<file path="config.mk">
export PLATFORM = sky130hd
export DESIGN_NAME = apb_controller
export DESIGN_NICKNAME = d
export VERILOG_FILES = /design/src/rtl/apb_controller.sv
export SDC_FILE = /design/constraint.sdc
export NUM_CORES = 1
export LEC_CHECK = 0
export ABC_CLOCK_PERIOD_IN_PS = 4700
export BUFFER_PORTS_ARGS = -buffer_cell sky130_fd_sc_hd__buf_4
export CORE_UTILIZATION = 44
export CTS_BUF_LIST = sky130_fd_sc_hd__clkbuf_4
export CTS_CLUSTER_DIAMETER = 30
export DETAILED_ROUTE_END_ITERATION = 7
export GPL_TIMING_DRIVEN = 0
export PLACE_DENSITY = 0.74
export SLEW_MARGIN = 20
export SYNTH_ARGS = -nofsm -noshare
export SYNTH_HDL_FRONTEND = slang
export SYNTH_SLANG_ARGS = --single-unit
export TNS_END_PERCENT = 1
</file>
<file path="constraint.sdc">
create_clock -name hclk -period 4.7 [get_ports hclk]
set_input_delay 0.235 -clock hclk [delete_from_list [all_inputs] [get_ports hclk]]
set_output_delay 0.235 -clock hclk [all_outputs]
set_load 0.05 [all_outputs]
</file>
<file path="src/rtl/apb_controller.sv">
// apb_controller: APB-side transfer sequencer of the AHB-to-APB bridge.
// Turns decoded AHB transfers into APB SETUP/ACCESS phases, one at a time.
// Optional feature macro: APB_PREADY_EN (adds pready, stretches ACCESS phases).
module apb_controller #(
  parameter int unsigned ADDR_W = 32,
  parameter int unsigned DATA_W = 32,
  parameter int unsigned SEL_W  = 3
) (
  input  logic              hclk,
  input  logic              hresetn,
  input  logic              valid,
  input  logic [ADDR_W-1:0] haddr,
  input  logic              hwrite,
  input  logic [SEL_W-1:0]  tempselx,
  input  logic [DATA_W-1:0] hwdata,
  input  logic [DATA_W-1:0] prdata,
`ifdef APB_PREADY_EN
  input  logic              pready,
`endif
  output logic              pwrite,
  output logic              penable,
  output logic [SEL_W-1:0]  pselx,
  output logic [ADDR_W-1:0] paddr,
  output logic [DATA_W-1:0] pwdata,
  output logic              hreadyout,
  output logic [DATA_W-1:0] hrdata
);

  typedef enum logic [2:0] {
    ST_IDLE    = 3'd0,
    ST_WWAIT   = 3'd1,
    ST_READ    = 3'd2,
    ST_WRITE   = 3'd3,
    ST_RENABLE = 3'd4,
    ST_WENABLE = 3'd5
  } state_e;

  state_e              state_q, state_d;
  logic                pwrite_q, pwrite_d;
  logic                penable_q, penable_d;
  logic [SEL_W-1:0]    pselx_q, pselx_d;
  logic [ADDR_W-1:0]   paddr_q, paddr_d;
  logic [DATA_W-1:0]   pwdata_q, pwdata_d;
  logic [ADDR_W-1:0]   addr_hold_q, addr_hold_d;
  logic [SEL_W-1:0]    sel_hold_q, sel_hold_d;

  logic                access_done_c;
  logic                sample_c;

`ifdef APB_PREADY_EN
  assign access_done_c = pready;
`else
  assign access_done_c = 1'b1;
`endif

  // A new AHB transfer may be accepted only while the AHB side sees ready.
  assign sample_c = (state_q == ST_IDLE) ||
                    (((state_q == ST_RENABLE) || (state_q == ST_WENABLE)) && access_done_c);

  // State register.
  always_ff @(posedge hclk or negedge hresetn) begin
    if (!hresetn) begin
      state_q <= ST_IDLE;
    end else begin
      state_q <= state_d;
    end
  end

  // APB output and write-holding registers.
  always_ff @(posedge hclk or negedge hresetn) begin
    if (!hresetn) begin
      pwrite_q    <= 1'b0;
      penable_q   <= 1'b0;
      pselx_q     <= '0;
      paddr_q     <= '0;
      pwdata_q    <= '0;
      addr_hold_q <= '0;
      sel_hold_q  <= '0;
    end else begin
      pwrite_q    <= pwrite_d;
      penable_q   <= penable_d;
      pselx_q     <= pselx_d;
      paddr_q     <= paddr_d;
      pwdata_q    <= pwdata_d;
      addr_hold_q <= addr_hold_d;
      sel_hold_q  <= sel_hold_d;
    end
  end

  // Next-state logic.
  always_comb begin
    state_d = state_q;
    case (state_q)
      ST_IDLE, ST_RENABLE, ST_WENABLE: begin
        if (sample_c) begin
          if (valid) begin
            state_d = hwrite ? ST_WWAIT : ST_READ;
          end else begin
            state_d = ST_IDLE;
          end
        end
      end
      ST_WWAIT: state_d = ST_WRITE;
      ST_READ:  state_d = ST_RENABLE;
      ST_WRITE: state_d = ST_WENABLE;
      default:  state_d = ST_IDLE;
    endcase
  end

  // Next values of the APB bundle; writes wait one cycle for AHB data.
  always_comb begin
    pwrite_d    = pwrite_q;
    penable_d   = penable_q;
    pselx_d     = pselx_q;
    paddr_d     = paddr_q;
    pwdata_d    = pwdata_q;
    addr_hold_d = addr_hold_q;
    sel_hold_d  = sel_hold_q;
    if (sample_c) begin
      pselx_d   = '0;
      pwrite_d  = 1'b0;
      penable_d = 1'b0;
      if (valid && !hwrite) begin
        paddr_d = haddr;
        pselx_d = tempselx;
      end
      if (valid && hwrite) begin
        addr_hold_d = haddr;
        sel_hold_d  = tempselx;
      end
    end else begin
      case (state_q)
        ST_WWAIT: begin
          pwdata_d  = hwdata;
          paddr_d   = addr_hold_q;
          pselx_d   = sel_hold_q;
          pwrite_d  = 1'b1;
          penable_d = 1'b0;
        end
        ST_READ, ST_WRITE: begin
          penable_d = 1'b1;
        end
        default: begin
        end
      endcase
    end
  end

  // AHB-side handshake decoded from the current state.
  always_comb begin
    hreadyout = 1'b0;
    case (state_q)
      ST_IDLE:                 hreadyout = 1'b1;
      ST_RENABLE, ST_WENABLE:  hreadyout = access_done_c;
      default:                 hreadyout = 1'b0;
    endcase
  end

  assign hrdata  = prdata;
  assign pwrite  = pwrite_q;
  assign penable = penable_q;
  assign pselx   = pselx_q;
  assign paddr   = paddr_q;
  assign pwdata  = pwdata_q;

endmodule
</file>
==> impl_metrics.env, run 1 <==
export IMPL_reg2reg_slack_ns=2.89
export IMPL_drive_gt1_frac=0.541
export IMPL_vias=3361
export IMPL_dp_hpwl_um=7060
export IMPL_wl_per_cell_um=15.6
export IMPL_yosysWarnings=0
export IMPL_setup_violations=0
export IMPL_drtIter0Drc=76
export IMPL_worst_endpoint_arrival_ns=2.17
export IMPL_die_y_um=103
export IMPL_p_total_mw=5.01
export IMPL_end_kind="flop"
export IMPL_clock_latency_ns=0.46
export IMPL_worstHoldPathCells=2
export IMPL_cp_cell_sequence="nor3b_1, buf_2, clkbuf_1, nand2b_1, o221a_1"
export IMPL_fin_nets=656
export IMPL_synth_top_cell_area_share=0.592
export IMPL_globalplace_congestion=0.702
export IMPL_syn2layout_area_growth_pct=48.8
export IMPL_port_buffers=172
export IMPL_wl_um=10800
export IMPL_p_per_area_nw_per_um2=745
export IMPL_clockBufferDepth=2
export IMPL_ys_ff_latch=107
export IMPL_fin_crit_ns=1.81
export IMPL_swShare=0.448
export IMPL_power_switching_mw=2.25
export IMPL_grt_overflow=0
export IMPL_setup_ws_ns=2.89
export IMPL_vias_per_cell=4.86
export IMPL_synth_area_leader_cell="dfrtp_1"
export IMPL_synth_edff_count=0
export IMPL_fmax_mhz=553
export IMPL_power_internal_mw=2.77
export IMPL_fin_skew_ns=0.0217
export IMPL_layout_commonest_cell="buf_4"
export IMPL_diodes=0
export IMPL_drtPass1Iterations=4
export IMPL_ys_top_cells_by_area="dfrtp_1 (59%), mux2_2 (15%), o221a_1 (7.5%)"
export IMPL_p_clk_frac=0.114
export IMPL_grt_pass1_vias=3375
export IMPL_cpMaxStageDelayCell="dfrtp_1"
export IMPL_rsz0062_at_grt="false"
export IMPL_design_core_area_um2=9860
export IMPL_grtUsageMet1=0.247
export IMPL_worst_hold_slack_ns=0.0172
export IMPL_remaining_drc_errors=0
export IMPL_cpPeakStageDelay_ns=0.44
export IMPL_clock_root_buffer="clkbuf_4"
export IMPL_rows=36
export IMPL_cts_tree="yes"
export IMPL_maxCapViolCount=0
export IMPL_io_pins=205
export IMPL_grt_usage=0.203
export IMPL_cts_max_level=3
export IMPL_outcome="finished clean"
export IMPL_seqPwrFrac=0.325
export IMPL_r2r_cells=5
export IMPL_grt_use_met2=0.344
export IMPL_syn_inst=314
export IMPL_maxSlewHeadroom=0.352
export IMPL_critPathRequiredTime_ns=5.06
export IMPL_async_flop_share=1.00
export IMPL_worstMarginPinSlew_ns=0.972
export IMPL_synth_cell_types=23
export IMPL_worst_setup_path_type="flop to flop"
export IMPL_syn_area_per_cell_um2=14.4
export IMPL_dieArea_um2=10700
export IMPL_busiest_layer="met2"
export IMPL_ys_seq_area_frac=0.592
export IMPL_cts_sinks=107
export IMPL_slew_violations=0
export IMPL_grt_pass1_wl_um=16100
export IMPL_ant_nets=0
export IMPL_grtUsageMet3=0.0450
export IMPL_grt_start_max_net_pins=108
export IMPL_die_w_um=103
export IMPL_synth_flop_cell="dfrtp_1"
export IMPL_place_ws_ns=2.93
export IMPL_min_period_over_period=0.385
export IMPL_power_leakage_nw=3.10
export IMPL_start_util=0.458
export IMPL_syn_num_nets=417
export IMPL_pwr_share_comb=0.561
export IMPL_fillers=728
export IMPL_hp_class="input port to flop"
export IMPL_syn_area_um2=4520
export IMPL_setup_tns_final_ns=0
export IMPL_startpoint_type="flop"
export IMPL_hold_viol_final=0
export IMPL_clk_pin_slew_ns=0.15
export IMPL_irDropWorstVdd_uv=418
export IMPL_mostFrequentLayoutCells="buf_4 (203), dfrtp_1 (107), mux2_2 (62), dlygate4sd3_1 (56), nand2b_1 (33)"
export IMPL_cts_made_buffers=9
export IMPL_antenna_found_initial=0
export IMPL_crit_fanout=10
## area by class of cell
| type | instances | area (um2) | area share |
|---|---|---|---|
| Buffer | 51 | 357 | 0.0530 |
| Clock buffer | 11 | 82.6 | 0.0123 |
| Clock inverter | 5 | 101 | 0.0151 |
| Inverter | 1 | 3.75 | 0.000558 |
| Multi-Input combinational cell | 155 | 1480 | 0.220 |
| Sequential cell | 107 | 2680 | 0.398 |
| Tap cell | 133 | 166 | 0.0247 |
| Timing Repair Buffer | 228 | 1860 | 0.276 |
## synthesized netlist by cell type (2+ instances only)
cell type  instances
dfrtp_1          107
mux2_2            62
nand2b_1          33
buf_4             32
o221a_1           30
buf_2             12
a21oi_1            6
mux2_1             5
nor2b_1            5
buf_6              4
clkbuf_1           3
nand3_1            3
o221a_2            2
## critical path: cells and delay by family (launching register included)
kind                   cells  cell delay [ns]
AOI/OAI and AO/OA          1             0.14
buffers and inverters      2             0.73
DFF                        1             0.44
and+or+nand+nor            2             0.40
## power groups by stage
stage,logic [mW],clock network (mW),registers (mW)
after floorplan,0.962,0,2.65
after global placement,2.74,0,1.62
after detailed placement,2.80,0,1.65
after CTS,2.83,0.586,1.63
after global routing,2.97,0.614,1.68
final,2.81,0.572,1.63
## per-stage QoR
step / util / instance area, um2 / cells
finish: 0.682 / 6730 / 691
global route: 0.682 / 6730 / 691
CTS: 0.679 / 6700 / 688
detailed placement: 0.606 / 5980 / 619
global placement: 0.606 / 5980 / 619
floorplan: - / 4520 / 314
## logic make-up (layout without fill, tap and decap cells)
group / count (synthesis) / count (layout) / share of synthesized area
flops: 107 / 107 / 0.592
mux: 67 / 67 / 0.167
buf+inv: 52 / 296 / 0.0797
simple gates: 47 / 47 / 0.0692
compound gates: 41 / 41 / 0.0919
## path summary, 6_finish.rpt
check,from,to
hold reg to reg,addr_hold_q[7],addr_hold_q[7]
min in group asynchronous,hresetn,paddr[13]
max in group asynchronous,hresetn,pwdata[19]
setup / recovery,state_q[1],paddr[23]
setup reg to reg,state_q[1],paddr[23]
hold / removal,hwdata[1],pwdata[1]
## metal layers
metal  share of wire  vias to the layer above
li1                -                     1567
met1            0.42                     1649
met2            0.50                      130
met3           0.063                       15
met4           0.019                        0
met5               0                        -
## sequential cells by signal, summed over array words and instances (netlist names)
signal	count
pwrite	1
pwdata	32
paddr	32
state_q	3
addr_hold_q	32
pselx	3
sel_hold_q	3
penable	1
## repair_timing
action	CTS	global route
resized for setup	0	0
hold buffers	53	3
buffers inserted	0	0
hold endpoints to repair	159	3
(Power assumes the default switching activity.)
==> run 2, diff against run 1 <==
ABC_CLOCK_PERIOD_IN_PS = 1700   (was 4700)
clock period = 1.7 ns   (was 4.7 ns; I/O delays follow)
==> run 2 against run 1 <==
Combinational power grew to 2.8 times the previous value. Utilization rose by 1.9 points. Final cell count rose by 2.2%. Global-route usage is 0.74 points higher. Design area grew 2.8%. Non-clock buffer count up 15. First-iteration DRC count rose by 25%. Hold slack better by 0.078 ns. Sequential share of layout area decreased by 1.1 points. Count of clock-buffer cells in the layout did not move. Total power rose to 2.8 times the previous value. Routed wire length grew 3.3%. Highest routed layer unchanged.
==> impl_metrics.env, run 2 (synthesis gave the netlist of run 1 again) <==
export IMPL_outcome="finished clean"
export IMPL_cpPeakStageDelay_ns=0.48
export IMPL_place_ws_ns=-0.0706
export IMPL_power_internal_mw=7.75
export IMPL_pwr_share_comb=0.565
export IMPL_clock_latency_ns=0.46
export IMPL_worst_setup_path_type="flop to flop"
export IMPL_start_util=0.458
export IMPL_rsz0062_at_grt="true"
export IMPL_cts_made_buffers=9
export IMPL_clockBufferDepth=2
export IMPL_p_clk_frac=0.113
export IMPL_drtPass1Iterations=4
export IMPL_maxCapViolCount=0
export IMPL_design_core_area_um2=9860
export IMPL_fillers=711
export IMPL_reg2reg_slack_ns=0.02
export IMPL_wl_per_cell_um=15.7
export IMPL_dieArea_um2=10700
export IMPL_syn2layout_area_growth_pct=53.0
export IMPL_fin_nets=671
export IMPL_rows=36
export IMPL_worst_endpoint_arrival_ns=2.03
export IMPL_fin_crit_ns=1.68
export IMPL_startpoint_type="flop"
export IMPL_critPathRequiredTime_ns=2.05
export IMPL_ant_nets=0
export IMPL_wl_um=11100
export IMPL_diodes=0
export IMPL_grt_overflow=0
export IMPL_fin_skew_ns=0.0213
export IMPL_antenna_found_initial=0
export IMPL_die_y_um=103
export IMPL_io_pins=205
export IMPL_vias=3443
export IMPL_irDropWorstVdd_uv=1240
export IMPL_grt_usage=0.210
export IMPL_hp_class="input port to flop"
export IMPL_grt_pass1_vias=3454
export IMPL_cts_sinks=107
export IMPL_clk_pin_slew_ns=0.15
export IMPL_cpMaxStageDelayCell="or4b_4"
export IMPL_drtIter0Drc=95
export IMPL_power_leakage_nw=3.18
export IMPL_layout_commonest_cell="buf_4"
export IMPL_p_total_mw=14.0
export IMPL_worstMarginPinSlew_ns=0.940
export IMPL_port_buffers=172
export IMPL_slew_violations=0
export IMPL_setup_violations=0
export IMPL_hold_viol_final=0
export IMPL_end_kind="flop"
export IMPL_setup_ws_ns=0.0192
export IMPL_cp_cell_sequence="nor2b_4, or4b_4, buf_6, buf_8, o221a_1"
export IMPL_vias_per_cell=4.88
export IMPL_clock_root_buffer="clkbuf_4"
export IMPL_dp_hpwl_um=7060
export IMPL_maxSlewHeadroom=0.373
export IMPL_remaining_drc_errors=0
export IMPL_power_switching_mw=6.26
export IMPL_grt_pass1_wl_um=16800
export IMPL_min_period_over_period=0.989
export IMPL_cts_max_level=3
export IMPL_dpl_cell_count=619
export IMPL_p_per_area_nw_per_um2=2030
export IMPL_drive_gt1_frac=0.539
export IMPL_finalNonFillerCells=706
export IMPL_seqPwrFrac=0.322
export IMPL_cts_tree="yes"
export IMPL_mostFrequentLayoutCells="buf_4 (209), dfrtp_1 (106), dlygate4sd3_1 (70), mux2_2 (62), nand2b_1 (32)"
export IMPL_fmax_mhz=595
export IMPL_swShare=0.447
export IMPL_globalplace_congestion=0.702
export IMPL_crit_fanout=10
export IMPL_die_w_um=103
export IMPL_grt_start_max_net_pins=108
[run 2: changes by cell type in the layout (fill, tap and decap cells not counted), moves of 2 or more]
cell           delta
clkbuf_4          +3
clkbuf_1          -2
buf_2             -8
buf_4             +6
clkbuf_2          +2
dlygate4sd3_1    +14
[run 2: critical path, delay by kind of cell (launching register included)]
kind	cells	cell delay (ns)
AOI/OAI and AO/OA	1	0.23
buffers and inverters	2	0.29
DFF	1	0.42
and+or+nand+nor	2	0.63
[run 2: cell type report]
class / instances / area [um2] / area share
repair buffers: 243 / 2000 / 0.290
clock inverters: 5 / 101 / 0.0147
well taps: 133 / 166 / 0.0241
plain buffers: 51 / 383 / 0.0554
inverters: 1 / 3.75 / 0.000543
clock buffers: 11 / 82.6 / 0.0119
flip-flops and latches: 107 / 2680 / 0.387
multi-input cells: 155 / 1500 / 0.217
[run 2: repair_timing]
action                                 4_1_cts  5_1_grt
setup endpoints to repair                   87       93
hold buffers                                70        0
setup buffers                                0        1
gates resized for setup                      8        9
endpoints found under the hold margin      209        0
gates cloned                                 0        0
pin swaps                                    0        4
[run 2: stage by stage]
| stage | hold WS (ns) | cell area (um2) | TNS, ns | util |
|---|---|---|---|---|
| 5_1_grt | 0.0918 | 6920 | -0.393 | 0.701 |
| 3_3_place_gp | 0.312 | 5980 | -1.62 | 0.606 |
| 2_1_floorplan | -0.211 | 4520 | 0 | - |
| 4_1_cts | 0.0663 | 6890 | -0.654 | 0.698 |
| 6_report | 0.0952 | 6920 | 0 | 0.701 |
| 3_5_place_dp | 0.289 | 5980 | -2.35 | 0.606 |
[run 2: final timing paths]
check | start | end | cells after the start
min in group asynchronous | hresetn | addr_hold_q[14] | 2
max reg2reg | state_q[0] | paddr[1] | 5
min reg2reg | addr_hold_q[7] | addr_hold_q[7] | 1
min | valid | pselx[1] | 4
max in group asynchronous | hresetn | state_q[2] | 2
max | state_q[0] | paddr[1] | 5
[run 2: power by group through the flow]
stage | registers, mW | clock network (mW) | logic, mW
floorplan | 7.32 | 0 | 2.66
global placement | 4.48 | 0 | 7.58
detailed placement | 4.55 | 0 | 7.73
CTS | 4.50 | 1.62 | 7.90
global route | 4.65 | 1.70 | 8.34
finish | 4.51 | 1.59 | 7.91
[run 2: routing by layer]
| layer | wire length (um) | track usage | vias up |
|---|---|---|---|
| met3 | 697 | 0.0477 | 17 |
| met2 | 5690 | 0.357 | 138 |
| met5 | 0 | 0 | - |
| met4 | 224 | 0.0997 | 0 |
| met1 | 4510 | 0.254 | 1687 |
| li1 | - | - | 1601 |
==> run 3, diff against run 2 <==
--- a/config.mk
+++ b/config.mk
@@ -7,3 +7,2 @@
 export LEC_CHECK = 0
-export ABC_CLOCK_PERIOD_IN_PS = 1700
 export BUFFER_PORTS_ARGS = -buffer_cell sky130_fd_sc_hd__buf_4
==> constraint.sdc (replaced) <==
create_clock -name hclk -period 1.7 [get_ports hclk]
set_input_delay 0.17 -clock hclk [delete_from_list [all_inputs] [get_ports hclk]]
set_output_delay 0.17 -clock hclk [all_outputs]
set_load 0.05 [all_outputs]
==> run 3 against run 2 <==
Hold slack got worse by 0.025 ns. Non-clock buffer count fell by 2. Critical path depth did not move. Die area did not move. Sequential share of layout area rose by 0.11 points.
==> impl_metrics.env, run 3 (synthesis gave the netlist of run 1 again) <==
export IMPL_irDropWorstVdd_uv=1240
export IMPL_grt_pass1_vias=3425
export IMPL_io_pins=205
export IMPL_r2r_start="state_q[0]"
export IMPL_finish_utilization=0.699
export IMPL_min_period_over_period=0.986
export IMPL_crit_fanout=10
export IMPL_cts_made_buffers=9
export IMPL_dieArea_um2=10700
export IMPL_port_buffers=172
export IMPL_fin_skew_ns=0.0215
export IMPL_drtPass1Iterations=4
export IMPL_die_w_um=103
export IMPL_dpl_cell_count=619
export IMPL_clk_pin_slew_ns=0.15
export IMPL_grt_overflow=0
export IMPL_cts_max_level=3
export IMPL_layout_commonest_cell="buf_4"
export IMPL_cts_tree="yes"
export IMPL_finalNonFillerCells=704
export IMPL_maxCapViolCount=0
export IMPL_ant_nets=0
export IMPL_worst_hold_slack_ns=0.0699
export IMPL_fmax_mhz=596
export IMPL_setup_violations=0
export IMPL_drtIter0Drc=87
export IMPL_mostFrequentLayoutCells="buf_4 (209), dfrtp_1 (106), dlygate4sd3_1 (68), mux2_2 (62), nand2b_1 (32)"
export IMPL_rsz0062_at_grt="true"
export IMPL_syn2layout_area_growth_pct=52.6
export IMPL_die_y_um=103
export IMPL_clockBufferDepth=2
export IMPL_rows=36
export IMPL_clock_latency_ns=0.46
export IMPL_start_util=0.458
export IMPL_slew_violations=0
export IMPL_diodes=0
export IMPL_vias=3426
export IMPL_critPathRequiredTime_ns=2.05
export IMPL_drive_gt1_frac=0.541
export IMPL_reg2reg_slack_ns=0.02
export IMPL_end_kind="flop"
export IMPL_fin_crit_ns=1.68
export IMPL_setup_ws_ns=0.0234
export IMPL_outcome="finished clean"
export IMPL_grt_usage=0.209
export IMPL_globalplace_congestion=0.702
export IMPL_grt_pass1_wl_um=16600
export IMPL_antenna_found_initial=0
export IMPL_clock_root_buffer="clkbuf_4"
export IMPL_power_leakage_nw=3.17
export IMPL_place_ws_ns=-0.0706
export IMPL_dpl_instance_area_um2=5980
export IMPL_worst_setup_path_type="flop to flop"
export IMPL_cts_sinks=107
export IMPL_crit_start="state_q[0]"
export IMPL_wl_um=11000
export IMPL_startpoint_type="flop"
export IMPL_fin_nets=669
export IMPL_setup_tns_final_ns=0
export IMPL_vias_per_cell=4.87
export IMPL_hp_class="input port to flop"
export IMPL_maxSlewHeadroom=0.372
export IMPL_hold_viol_final=0
export IMPL_wl_per_cell_um=15.7
export IMPL_grt_start_max_net_pins=108
export IMPL_remaining_drc_errors=0
export IMPL_p_per_area_nw_per_um2=2030
export IMPL_worst_endpoint_arrival_ns=2.02
export IMPL_p_total_mw=14.0
export IMPL_hp_start="hwrite"
export IMPL_dp_hpwl_um=7060
export IMPL_final_area_um2=6900
export IMPL_design_core_area_um2=9860
export IMPL_worstMarginPinSlew_ns=0.941
export IMPL_fillers=712
run 3: cell count changes in the layout (fill, tap and decap cells not counted), sizes merged:
| cell | previous run | this run |
|---|---|---|
| buf | 218 | 219 |
| dlygate4sd3 | 70 | 68 |
| clkbuf | 17 | 16 |
run 3: routing by layer:
layer | track usage | vias to the layer above | wire, um
met5 | 0 | - | 0
met4 | 0.0964 | 0 | 209
met3 | 0.0470 | 15 | 671
met2 | 0.356 | 133 | 5640
met1 | 0.252 | 1679 | 4510
li1 | - | 1599 | -
run 3: what timing repair did:
item | 4_1_cts | 5_1_grt
endpoints found under the setup margin | 88 | 91
hold buffers | 68 | 0
pin swaps | 0 | 4
endpoints found under the hold margin | 209 | 0
resized for setup | 9 | 8
setup buffers | 0 | 1
run 3: where the power goes:
| group | leakage, nW | switching, mW | internal (mW) | total (mW) |
|---|---|---|---|---|
| Sequential | 1.24 | 0.676 | 3.84 | 4.51 |
| Clock | 0.0947 | 0.807 | 0.774 | 1.58 |
| Combinational | 1.84 | 4.77 | 3.13 | 7.90 |
| Total | 3.17 | 6.25 | 7.74 | 14.0 |
run 3: final cells by class:
type	count	area (um2)	area share
plain buffers	51	383	0.0555
flip-flops and latches	107	2680	0.388
clock buffers	11	82.6	0.0120
repair buffers	241	1980	0.288
clock inverters	5	101	0.0147
inverters	1	3.75	0.000544
multi-input cells	155	1500	0.217
well taps	133	166	0.0241
run 3: worst paths after layout:
kind / endpoint / cells after the start
max in group asynchronous: state_q[2] / 2
setup / recovery: paddr[1] / 5
min in group asynchronous: addr_hold_q[16] / 2
hold / removal: pselx[0] / 4
setup reg to reg: paddr[1] / 5
hold reg to reg: addr_hold_q[7] / 1
run 3: worst max-delay path, stage by stage, from the launching register on:
cell     delay [ns]
dfrtp_1        0.42
nor2b_4        0.15
or4b_4         0.48
buf_6          0.15
buf_8          0.14
o221a_1        0.23
